### src/rtl/window_spill_ctrl_if.sv
// ============================================================================
// window_spill_ctrl_if : request, register-file, WIM/CWP and memory signals
// Rev 1.0
// ============================================================================
`default_nettype none

interface window_spill_ctrl_if #(
  parameter int WORD_W = 32
);
  logic              save_req;
  logic              restore_req;
  logic              req_ready;
  logic              done;
  logic [4:0]        cwp_in;
  logic [31:0]       wim_in;
  logic [WORD_W-1:0] sp_in;
  logic              cwp_inc;
  logic              cwp_dec;
  logic              wim_wr_en;
  logic [31:0]       wim_wr_data;
  logic [8:0]        rf_rd_addr;
  logic [WORD_W-1:0] rf_rd_data;
  logic              rf_wr_en;
  logic [8:0]        rf_wr_addr;
  logic [WORD_W-1:0] rf_wr_data;
  logic              mem_req;
  logic              mem_we;
  logic [WORD_W-1:0] mem_addr;
  logic [WORD_W-1:0] mem_wdata;
  logic              mem_ready;
  logic [WORD_W-1:0] mem_rdata;

  modport master (
    input  save_req, restore_req, cwp_in, wim_in, sp_in, rf_rd_data, mem_ready, mem_rdata,
    output req_ready, done, cwp_inc, cwp_dec, wim_wr_en, wim_wr_data,
           rf_rd_addr, rf_wr_en, rf_wr_addr, rf_wr_data,
           mem_req, mem_we, mem_addr, mem_wdata
  );

  modport slave (
    output save_req, restore_req, cwp_in, wim_in, sp_in, rf_rd_data, mem_ready, mem_rdata,
    input  req_ready, done, cwp_inc, cwp_dec, wim_wr_en, wim_wr_data,
           rf_rd_addr, rf_wr_en, rf_wr_addr, rf_wr_data,
           mem_req, mem_we, mem_addr, mem_wdata
  );
endinterface

`default_nettype wire

### src/rtl/window_spill_ctrl.sv
// ============================================================================
// window_spill_ctrl : SAVE/RESTORE register-window spill and fill sequencer
// Rev 1.0
// ============================================================================
`default_nettype none

module window_spill_ctrl #(
  parameter int NWINDOWS = 8,
  parameter int WORD_W   = 32
) (
  input  logic                clk,
  input  logic                reset,
  window_spill_ctrl_if.master bus
);

  localparam logic [4:0] LAST = 5'(NWINDOWS - 1);

  typedef enum logic [3:0] {
    IDLE, CHECK, SPILL_RD, SPILL_WR, FILL_REQ, FILL_WR, WIM_UPD, STEP, DONE
  } state_t;

  state_t            state;
  logic              is_save;
  logic [4:0]        cwp_q;
  logic [31:0]       wim_q;
  logic [WORD_W-1:0] sp_q;
  logic [4:0]        win;
  logic [3:0]        k;
  logic [WORD_W-1:0] spill_data;
  logic              captured;
  logic [4:0]        target;
  logic [4:0]        wim_bit;
  logic [31:0]       wim_onehot;

  function automatic logic [4:0] wrap_dec(input logic [4:0] v);
    return (v == 5'd0) ? LAST : v - 5'd1;
  endfunction

  function automatic logic [4:0] wrap_inc(input logic [4:0] v);
    return (v >= LAST) ? 5'd0 : v + 5'd1;
  endfunction

  function automatic logic [WORD_W-1:0] slot_addr(input logic [WORD_W-1:0] base,
                                                  input logic [3:0] idx);
    return base + WORD_W'({idx, 2'b00});
  endfunction

  always_comb begin
    target     = is_save ? wrap_dec(cwp_q) : wrap_inc(cwp_q);
    wim_bit    = is_save ? wrap_dec(win) : wrap_inc(win);
    wim_onehot = 32'd1 << wim_bit;
  end

  // RF read data arrives in the first SPILL_WR cycle, so it is forwarded
  // then and held from the capture register afterwards.
  assign bus.mem_wdata = (state == SPILL_WR) ? (captured ? spill_data : bus.rf_rd_data)
                                             : '0;

  always_ff @(posedge clk or negedge reset) begin
    if (!reset) begin
      state           <= IDLE;
      is_save         <= 1'b0;
      cwp_q           <= '0;
      wim_q           <= '0;
      sp_q            <= '0;
      win             <= '0;
      k               <= '0;
      spill_data      <= '0;
      captured        <= 1'b0;
      bus.req_ready   <= 1'b1;
      bus.done        <= 1'b0;
      bus.cwp_inc     <= 1'b0;
      bus.cwp_dec     <= 1'b0;
      bus.wim_wr_en   <= 1'b0;
      bus.wim_wr_data <= '0;
      bus.rf_rd_addr  <= '0;
      bus.rf_wr_en    <= 1'b0;
      bus.rf_wr_addr  <= '0;
      bus.rf_wr_data  <= '0;
      bus.mem_req     <= 1'b0;
      bus.mem_we      <= 1'b0;
      bus.mem_addr    <= '0;
    end else begin
      bus.done        <= 1'b0;
      bus.cwp_inc     <= 1'b0;
      bus.cwp_dec     <= 1'b0;
      bus.wim_wr_en   <= 1'b0;
      bus.wim_wr_data <= '0;
      bus.rf_rd_addr  <= '0;
      bus.rf_wr_en    <= 1'b0;
      bus.rf_wr_addr  <= '0;
      bus.rf_wr_data  <= '0;
      unique case (state)
        IDLE: begin
          if (bus.save_req || bus.restore_req) begin
            is_save       <= bus.save_req;
            cwp_q         <= bus.cwp_in;
            wim_q         <= bus.wim_in;
            sp_q          <= bus.sp_in;
            k             <= '0;
            bus.req_ready <= 1'b0;
            state         <= CHECK;
          end
        end
        CHECK: begin
          win <= target;
          if (!wim_q[target]) begin
            bus.cwp_dec <= is_save;
            bus.cwp_inc <= !is_save;
            state       <= STEP;
          end else if (is_save) begin
            bus.rf_rd_addr <= {target, 4'd0};
            state          <= SPILL_RD;
          end else begin
            bus.mem_req  <= 1'b1;
            bus.mem_we   <= 1'b0;
            bus.mem_addr <= sp_q;
            state        <= FILL_REQ;
          end
        end
        SPILL_RD: begin
          captured     <= 1'b0;
          bus.mem_req  <= 1'b1;
          bus.mem_we   <= 1'b1;
          bus.mem_addr <= slot_addr(sp_q, k);
          state        <= SPILL_WR;
        end
        SPILL_WR: begin
          if (!captured) begin
            spill_data <= bus.rf_rd_data;
            captured   <= 1'b1;
          end
          if (bus.mem_ready) begin
            bus.mem_req  <= 1'b0;
            bus.mem_we   <= 1'b0;
            bus.mem_addr <= '0;
            k            <= k + 4'd1;
            if (k == 4'd15) begin
              bus.wim_wr_en   <= 1'b1;
              bus.wim_wr_data <= wim_onehot;
              state           <= WIM_UPD;
            end else begin
              bus.rf_rd_addr <= {win, k + 4'd1};
              state          <= SPILL_RD;
            end
          end
        end
        FILL_REQ: begin
          if (bus.mem_ready) begin
            bus.mem_req    <= 1'b0;
            bus.mem_addr   <= '0;
            bus.rf_wr_en   <= 1'b1;
            bus.rf_wr_addr <= {win, k};
            bus.rf_wr_data <= bus.mem_rdata;
            state          <= FILL_WR;
          end
        end
        FILL_WR: begin
          k <= k + 4'd1;
          if (k == 4'd15) begin
            bus.wim_wr_en   <= 1'b1;
            bus.wim_wr_data <= wim_onehot;
            state           <= WIM_UPD;
          end else begin
            bus.mem_req  <= 1'b1;
            bus.mem_we   <= 1'b0;
            bus.mem_addr <= slot_addr(sp_q, k + 4'd1);
            state        <= FILL_REQ;
          end
        end
        WIM_UPD: begin
          bus.cwp_dec <= is_save;
          bus.cwp_inc <= !is_save;
          state       <= STEP;
        end
        STEP: begin
          bus.done <= 1'b1;
          state    <= DONE;
        end
        DONE: begin
          bus.req_ready <= 1'b1;
          state         <= IDLE;
        end
        default: begin
          bus.req_ready <= 1'b1;
          state         <= IDLE;
        end
      endcase
    end
  end

endmodule

`default_nettype wire

### src/flat_wrapper.sv
// flat-port wrapper written by rule: the top's interface ports become plain ports
module window_spill_ctrl_flat 
#(
  parameter int NWINDOWS = 8,
  parameter int WORD_W   = 32
)
  (clk, reset, bus_save_req, bus_restore_req, bus_cwp_in, bus_wim_in, bus_sp_in, bus_rf_rd_data, bus_mem_ready, bus_mem_rdata, bus_req_ready, bus_done, bus_cwp_inc, bus_cwp_dec, bus_wim_wr_en, bus_wim_wr_data, bus_rf_rd_addr, bus_rf_wr_en, bus_rf_wr_addr, bus_rf_wr_data, bus_mem_req, bus_mem_we, bus_mem_addr, bus_mem_wdata);
  window_spill_ctrl_if #(.WORD_W(WORD_W)) bus_i ();
  input  logic clk;
  input  logic reset;
  input wire logic [$bits(bus_i.save_req)-1:0] bus_save_req;
  input wire logic [$bits(bus_i.restore_req)-1:0] bus_restore_req;
  input wire logic [$bits(bus_i.cwp_in)-1:0] bus_cwp_in;
  input wire logic [$bits(bus_i.wim_in)-1:0] bus_wim_in;
  input wire logic [$bits(bus_i.sp_in)-1:0] bus_sp_in;
  input wire logic [$bits(bus_i.rf_rd_data)-1:0] bus_rf_rd_data;
  input wire logic [$bits(bus_i.mem_ready)-1:0] bus_mem_ready;
  input wire logic [$bits(bus_i.mem_rdata)-1:0] bus_mem_rdata;
  output wire logic [$bits(bus_i.req_ready)-1:0] bus_req_ready;
  output wire logic [$bits(bus_i.done)-1:0] bus_done;
  output wire logic [$bits(bus_i.cwp_inc)-1:0] bus_cwp_inc;
  output wire logic [$bits(bus_i.cwp_dec)-1:0] bus_cwp_dec;
  output wire logic [$bits(bus_i.wim_wr_en)-1:0] bus_wim_wr_en;
  output wire logic [$bits(bus_i.wim_wr_data)-1:0] bus_wim_wr_data;
  output wire logic [$bits(bus_i.rf_rd_addr)-1:0] bus_rf_rd_addr;
  output wire logic [$bits(bus_i.rf_wr_en)-1:0] bus_rf_wr_en;
  output wire logic [$bits(bus_i.rf_wr_addr)-1:0] bus_rf_wr_addr;
  output wire logic [$bits(bus_i.rf_wr_data)-1:0] bus_rf_wr_data;
  output wire logic [$bits(bus_i.mem_req)-1:0] bus_mem_req;
  output wire logic [$bits(bus_i.mem_we)-1:0] bus_mem_we;
  output wire logic [$bits(bus_i.mem_addr)-1:0] bus_mem_addr;
  output wire logic [$bits(bus_i.mem_wdata)-1:0] bus_mem_wdata;
  assign bus_i.save_req = bus_save_req;
  assign bus_i.restore_req = bus_restore_req;
  assign bus_i.cwp_in = bus_cwp_in;
  assign bus_i.wim_in = bus_wim_in;
  assign bus_i.sp_in = bus_sp_in;
  assign bus_i.rf_rd_data = bus_rf_rd_data;
  assign bus_i.mem_ready = bus_mem_ready;
  assign bus_i.mem_rdata = bus_mem_rdata;
  assign bus_req_ready = bus_i.req_ready;
  assign bus_done = bus_i.done;
  assign bus_cwp_inc = bus_i.cwp_inc;
  assign bus_cwp_dec = bus_i.cwp_dec;
  assign bus_wim_wr_en = bus_i.wim_wr_en;
  assign bus_wim_wr_data = bus_i.wim_wr_data;
  assign bus_rf_rd_addr = bus_i.rf_rd_addr;
  assign bus_rf_wr_en = bus_i.rf_wr_en;
  assign bus_rf_wr_addr = bus_i.rf_wr_addr;
  assign bus_rf_wr_data = bus_i.rf_wr_data;
  assign bus_mem_req = bus_i.mem_req;
  assign bus_mem_we = bus_i.mem_we;
  assign bus_mem_addr = bus_i.mem_addr;
  assign bus_mem_wdata = bus_i.mem_wdata;
  window_spill_ctrl #(.NWINDOWS(NWINDOWS), .WORD_W(WORD_W)) u_core (.clk(clk), .reset(reset), .bus(bus_i));
endmodule
### config.mk
export PLATFORM = sky130hd
export DESIGN_NAME = window_spill_ctrl_flat
export DESIGN_NICKNAME = d
export VERILOG_FILES = /design/src/rtl/window_spill_ctrl_if.sv /design/src/rtl/window_spill_ctrl.sv /design/src/flat_wrapper.sv
export SDC_FILE = /design/constraint.sdc
export NUM_CORES = 1
export LEC_CHECK = 0
export ABC_AREA = 1
export BUFFER_PORTS_ARGS = -buffer_cell sky130_fd_sc_hd__buf_2
export CORE_MARGIN = 2
export CORE_UTILIZATION = 37
export CTS_CLUSTER_SIZE = 28
export DETAILED_ROUTE_END_ITERATION = 10
export PLACE_DENSITY = 0.62
export SKIP_CTS_REPAIR_TIMING = 1
export SYNTH_ARGS = -nofsm -noshare
export SYNTH_HDL_FRONTEND = slang
export SYNTH_SLANG_ARGS = --single-unit
### constraint.sdc
create_clock -name clk -period 7.8 [get_ports clk]
set_clock_uncertainty 0.05 [all_clocks]
set_input_delay 0.39 -clock clk [delete_from_list [all_inputs] [get_ports clk]]
set_output_delay 0.39 -clock clk [all_outputs]
set_load 0.02 [all_outputs]
; After elaboration in Yosys (flattened, before gate mapping)
; Cells that the tools add are included.
[word_totals]
register_bits = 238
input_bits = 138
out_inout_bits = 154
wordCells = 126
[op_classes]
add_sub_neg = 7
n_lt_le_gt_ge = 3
n_eq_ne = 15
shifts = 1
mux = 60
n_bitwise = 1
reduce_logical = 17
[op_table]
columns = operator, count
row1 = $mux W32, 10
row2 = $pmux W32 S4, 1
row3 = $add A32 B6 Y32, 2
row4 = $pmux W32 S2, 1
row5 = $mux W9, 6
row6 = $pmux W4 S8, 1
row7 = $shl A1 B5 Y32 const A, 1
row8 = $mux W5, 6
row9 = $mux W4, 6
row10 = $pmux W9 S2, 1
row11 = $eq A4 B3 Y1 const B, 4
row12 = $mux W1, 16
row13 = $pmux W4 S3, 1
row14 = $add A5 B1 Y5 const B, 2
row15 = $ge A5 B3 Y1 const B, 2
row16 = $logic_not A5 Y1, 2
row17 = $pmux W1 S2, 5
row18 = $reduce_and A5 Y1, 2
row19 = $sub A5 B1 Y5 const B, 2
row20 = $eq A4 B2 Y1 const B, 2
row21 = $ne A2 B2 Y1 const B, 4
row22 = $pmux W1 S4, 2
row23 = $reduce_bool A4 Y1, 2
row24 = $reduce_or A7 Y1, 1
row25 = other kinds (17), 22

; Longest topological paths before layout
[logic_depth]
ltp_word = 7
ltp_mapped = 20
mapped_depth_nobuf = 20

; Least setup slack after synthesis
; OpenSTA, ideal clock, no wires.
[synth_timing]
path_kind = reg-to-reg
start = register u_core.state[3]
end = register u_core.bus.mem_addr[20] (netlist bit)
setup_time_ns = 0.117
t_arrival_ns = 2.615
t_required_ns = 7.633
slack_ns = 5.018
stages_incl_launch_ff = 19
n_path_buf = 0
synth_period_minus_slack_ns = 2.782
cell_sequence = dfrtp_1 -> nor2_1 -> nand2_2 -> xor2_1 -> ha_1 -> fa_1 -> nand2_1 -> inv_1 -> o21a_1 -> nor2_1 -> nor3_1 -> inv_1 -> nor2_1 -> nand3_1 -> o21ai_0 -> o21ai_0 -> inv_1 -> nand4_1 -> nand2_1
[synth_between]
elab_chain_len = 4
elab_cells_between_ends = 13
classes_between = eq/ne (9) / mux (1) / reduce/logical (3)
[synth_rtl]
columns = item, line
row1 = from (decl), window_spill_ctrl.sv:22  ; state_t state;
row2 = from (signal assigned), window_spill_ctrl.sv:61  ; state <= IDLE;
row3 = from (signal assigned), window_spill_ctrl.sv:102  ; state <= CHECK;
row4 = from (signal assigned), window_spill_ctrl.sv:110  ; state <= STEP;
row5 = $eq A4 B3 Y1 / $eq A4 B2 Y1 (equally long branches), window_spill_ctrl.sv:93  ; unique case (state)
row6 = $reduce_or A2 Y1 (no source line), -
row7 = $ne A2 B1 Y1 (no source line) / $reduce_bool A4 Y1 (equally long branches), -
row8 = $reduce_and A5 Y1 (no source line), -
row9 = to (signal assigned), window_spill_ctrl.sv:117  ; bus.mem_addr <= sp_q;
row10 = to (signal assigned), window_spill_ctrl.sv:125  ; bus.mem_addr <= slot_addr(sp_q, k);
row11 = to (signal assigned), window_spill_ctrl.sv:167  ; bus.mem_addr <= slot_addr(sp_q, k + 4'd1);
row12 = to (decl), window_spill_ctrl_if.sv:37  ; mem_req, mem_we, mem_addr, mem_wdata
; Parallel ways exist; a longest one is shown, timed or not.
; A chain may end at the register's enable or synchronous reset.

; Final worst setup path
[layout_timing]
start = register u_core.state[3]
end = register u_core.bus.mem_addr[28] (netlist bit)
; The elaborated chain is that of the path after synthesis.

==> summary by stage <==
Status
The run finished with clean final reports.

Floorplanning
The site row count is 63. The area of the die is 0.0312 sq mm. The die is 177 microns tall. The placeable core region is 0.0295 sq mm.

In this run the count of I/O pins placed on the die edge is 292. The chip width is 177 microns. The initial core utilization is 0.374.

Setup path
At the worst endpoint, the required time is 8.22 ns. The largest single stage delay on the critical path is 0.41 ns. The cell family contributing the most delay on the critical path is simple AND/OR/NAND/NOR gates. The master of the slowest instance on the critical path is sky130_fd_sc_hd__dfrtp_1. The worst-case register-to-register setup slack is 4.50 ns.

For the worst flop-to-flop path, the logic depth is 17. The data arrival time of the worst path is 3.71 ns. The highest net fanout along the worst path is 8. The critical path goes through nor2_1 -> nand2_2 -> xor2_1 -> ha_1 -> fa_1 -> nand2_1 -> inv_1 -> o21a_1 -> nor2_1 -> nor3_1 -> inv_1 -> nor2_1 -> nand4_1 -> nor2_1 -> a21oi_1 -> nand4_1 -> nand2_1. The kind of capture point of the worst setup path is a flop. The worst setup path is launched from a flop. Among the stages of the critical path, the cell type that occurs most often is sky130_fd_sc_hd__nor2_1.

In this run the critical register-to-register path is captured at u_core.bus.mem_addr[28]$_DFFE_PN0P_. Tracing the worst setup path back leads to its startpoint at u_core.state[3]$_DFFE_PN0P_. In this run the critical register-to-register path is launched from u_core.state[3]$_DFFE_PN0P_. By startpoint and endpoint, the worst setup path is classified as flop to flop. The number of buffers and inverters on the critical path is 2.

CTS
CTS built an H-tree with a depth of 1. The worst-skew pair later-pin latency is 0.53 ns. The number of buffers on the longest clock path is 3. Clock-pin slew was measured on the worst setup and hold paths at 0.06 ns.

The root cell of the clock tree is sky130_fd_sc_hd__clkbuf_16. Clock tree synthesis inserted a total of 26 buffers. The clock net in this run drives a total of 238 sinks. The CTS tree is yes.

Cells and area
The area growth from synthesis to layout is 24.2%. The multi-input combinational cells in the finished layout cover a total of 0.00453 sq mm. The library cell used most frequently in the layout, excluding fill and tap cells, is sky130_fd_sc_hd__buf_2. The fraction of final layout cells with drive strength greater than 1 is 0.270. The antenna diode instance count is 0.

The filler cell count in the final layout is 2933. The area of all sequential standard cells is 0.00596 sq mm. The post-route cell area is 0.0137 sq mm. The final layout net count is 1657.

The top cell types in the final layout, fill and taps aside, are sky130_fd_sc_hd__buf_2, sky130_fd_sc_hd__nand2_1, sky130_fd_sc_hd__dfrtp_1. The final design utilization is 0.465.

GRT
The met1 track utilization from global routing is 0.273. For met3 alone, demand over resource in global routing was 0.0331. The first global-routing pass estimated 47600 microns of wire. The met2 track utilization from global routing is 0.292. Entering global routing, the biggest net connects 114 pins. The layer with the highest usage after global routing is met2. The total track usage is 0.191. The number of global-route vias before repair was 8737.

The initial antenna violation count was 0. Summed over all layers, the global routing overflow is 0.

Power
The switching power share of the total is 0.430. The clock network fraction of design power is 0.214. The part of the total power dissipated in combinational logic is 0.442. The share of total power dissipated in sequential elements is 0.343. The internal power of the cells is 0.00334 W.

The power density over the cells is 428 mW/mm^2. The reported leakage power is 7.20 nW. The switching power is 0.00252 W. The maximum vdd ir drop is 0.000224 V.

Placed design
The quantity of I/O buffers inserted on ports is 291. The half-perimeter wire length after detailed placement is 22100 microns. Summing all placed instances gives a cell area of 0.0128 sq mm. Routability-driven placement finished with a final weighted congestion of 0.903.

STA
Final hold analysis gives a worst-case slack of 0.0219 ns. Setup repair after global routing left no endpoint under its margin. The final critical path time including I/O delays and setup is 3.30 ns. In the finished design, the share of the clock period the worst path needs comes to 0.422. The slew at the pin with the worst max-slew slack is 1.04 ns. The number of endpoints failing setup at the final stage is 0.

The final number of max-transition violations came to 0. Derived from the worst setup path, the maximum achievable clock frequency is 0.303 GHz. The number of endpoints with negative hold slack in the final report is 0. The final sum of negative setup slack is 0 ns. The worst pin sits at a relative slew slack of 0.303.

Routing
After detailed routing, the number of remaining DRC violations is 0. In this run, the number of DRC markers left after iteration 0 of detailed routing was 587. For this run, the detailed router's first-pass iteration total came to 7. The detailed-route wire length is 29900 microns. For this block, the via count after detailed routing is 9244. Once detail routing completed, the nets flagged for antenna violations numbered 0. The detailed-route vias per instance is 4.83. The final routed wire length divided by cell count is 15.6 microns.

Yosys
The cell area that synthesis handed to floorplanning was 0.0110 sq mm. The synthesized net count is 1383. The mean instance size in the synthesized netlist is 8.95 sq um. The share of the Yosys chip area taken by registers is 0.540.

Yosys printed 0 warnings. The number of unique standard cell types used by synthesis is 42. Synthesis inferred 238 register bits. Synthesis produced 1233 cells.

Worst hold path
Along the worst hold path, the cell count comes to 3. The class of the worst hold path is input pin to flop. In this run the most critical hold path is launched from bus_mem_rdata[3]. For hold timing, the worst endpoint is u_core.bus.rf_wr_data[3]$_DFF_PN0_.

Job
Across the run, the number of max-cap violations was 0.
per-stage QoR:
| stage | std cells | setup WS, ns | total power (W) |
|---|---|---|---|
| global route | 1915 | 4.21 | 0.00638 |
| CTS | 1914 | 4.49 | 0.00592 |
| global placement | 1868 | 4.58 | 0.00458 |
| detailed placement | 1868 | 4.53 | 0.00463 |
| floorplan | 1233 | 5.02 | 0.00394 |
| finish | 1915 | 4.50 | 0.00586 |
cell families (layout without fill, tap and decap cells):
kind of cell / after synthesis / count (layout) / synth area share
muxes: 82 / 82 / 0.0798
adders and majority gates: 12 / 12 / 0.0143
DFF: 238 / 238 / 0.540
AOI/OAI and AO/OA: 125 / 125 / 0.0623
xor gates and xnor gates: 11 / 11 / 0.00873
buffers and inverters: 134 / 426 / 0.0495
and+or+nand+nor: 631 / 631 / 0.245
registers in the layout, summed over array words and instances, names as in the netlist, 4 cells and up:
register	count
u_core.cwp_q	5
u_core.bus.rf_wr_data	32
u_core.k	4
u_core.bus.rf_rd_addr	9
u_core.state	4
u_core.bus.mem_addr	32
u_core.bus.wim_wr_data	32
u_core.spill_data	32
u_core.sp_q	32
u_core.bus.rf_wr_addr	9
u_core.win	5
u_core.wim_q	32
routing by layer:
| layer | part of all wire | vias up |
|---|---|---|
| met1 | 0.46 | 4316 |
| li1 | - | 4607 |
| met4 | 0.035 | 0 |
| met2 | 0.45 | 263 |
| met3 | 0.059 | 58 |
| met5 | 0 | - |
final cells by class:
cell class,instances,area share
Clock buffer,35,0.0536
Clock inverter,11,0.0107
Inverter,81,0.0222
Multi-Input combinational cell,861,0.331
Sequential cell,238,0.435
Tap cell,390,0.0356
Timing Repair Buffer,299,0.112
synthesized netlist by cell type, drive strengths merged:
master  number  area, sq um
nand2      282         1080
dfrtp      237         5930
nor2       198          763
nand3       87          470
inv         78          293
o21ai       68          340
mux2        47          529
nand4       43          269
mux2i       35          350
clkbuf      33          124
a21oi       32          160
buf         20          118
o22ai       14         87.6
nor3        12         60.1
ha          11          138
xor2        10         87.6
nor4         4         25.0
clkinv       3         11.3
a211oi       2         27.5
a22o         2         17.5
a22oi        2         15.0
nand3b       2         18.8
o21a         2         15.0
or2          2         12.5
a311oi       1         8.76
dfstp        1         26.3
fa           1         20.0
o21bai       1         7.51
o31ai        1         7.51
or3          1         6.26
xnor2        1         8.76
worst register-to-register path: stages, from the launching register on:
cell                      delay [ns]
sky130_fd_sc_hd__dfrtp_1        0.41
sky130_fd_sc_hd__nor2_1         0.27
sky130_fd_sc_hd__nand2_2        0.18
sky130_fd_sc_hd__xor2_1         0.18
sky130_fd_sc_hd__ha_1           0.23
sky130_fd_sc_hd__fa_1           0.39
sky130_fd_sc_hd__nand2_1        0.07
sky130_fd_sc_hd__inv_1          0.05
sky130_fd_sc_hd__o21a_1         0.16
sky130_fd_sc_hd__nor2_1         0.33
sky130_fd_sc_hd__nor3_1         0.14
sky130_fd_sc_hd__inv_1          0.10
sky130_fd_sc_hd__nor2_1         0.08
sky130_fd_sc_hd__nand4_1        0.11
sky130_fd_sc_hd__nor2_1         0.06
sky130_fd_sc_hd__a21oi_1        0.20
sky130_fd_sc_hd__nand4_1        0.15
sky130_fd_sc_hd__nand2_1        0.09
how the worst max path moves through the flow:
stage,cells after the start,to
after floorplan,18,u_core.bus.mem_addr[20]$_DFFE_PN0P_
after global placement,17,u_core.bus.mem_addr[28]$_DFFE_PN0P_
after detailed placement,17,u_core.bus.mem_addr[28]$_DFFE_PN0P_
after CTS,17,u_core.bus.mem_addr[28]$_DFFE_PN0P_
after global routing,17,u_core.bus.mem_addr[28]$_DFFE_PN0P_
final,17,u_core.bus.mem_addr[28]$_DFFE_PN0P_
power groups by stage:
stage               Combinational, W  Clock (W)  Sequential (W)
floorplan                    0.00192          0         0.00201
global placement             0.00256          0         0.00202
CTS                          0.00261    0.00129         0.00201
global route                 0.00295    0.00135         0.00207
finish                       0.00259    0.00126         0.00201
detailed placement           0.00260          0         0.00203
Power figures use the tool's default switching activity.
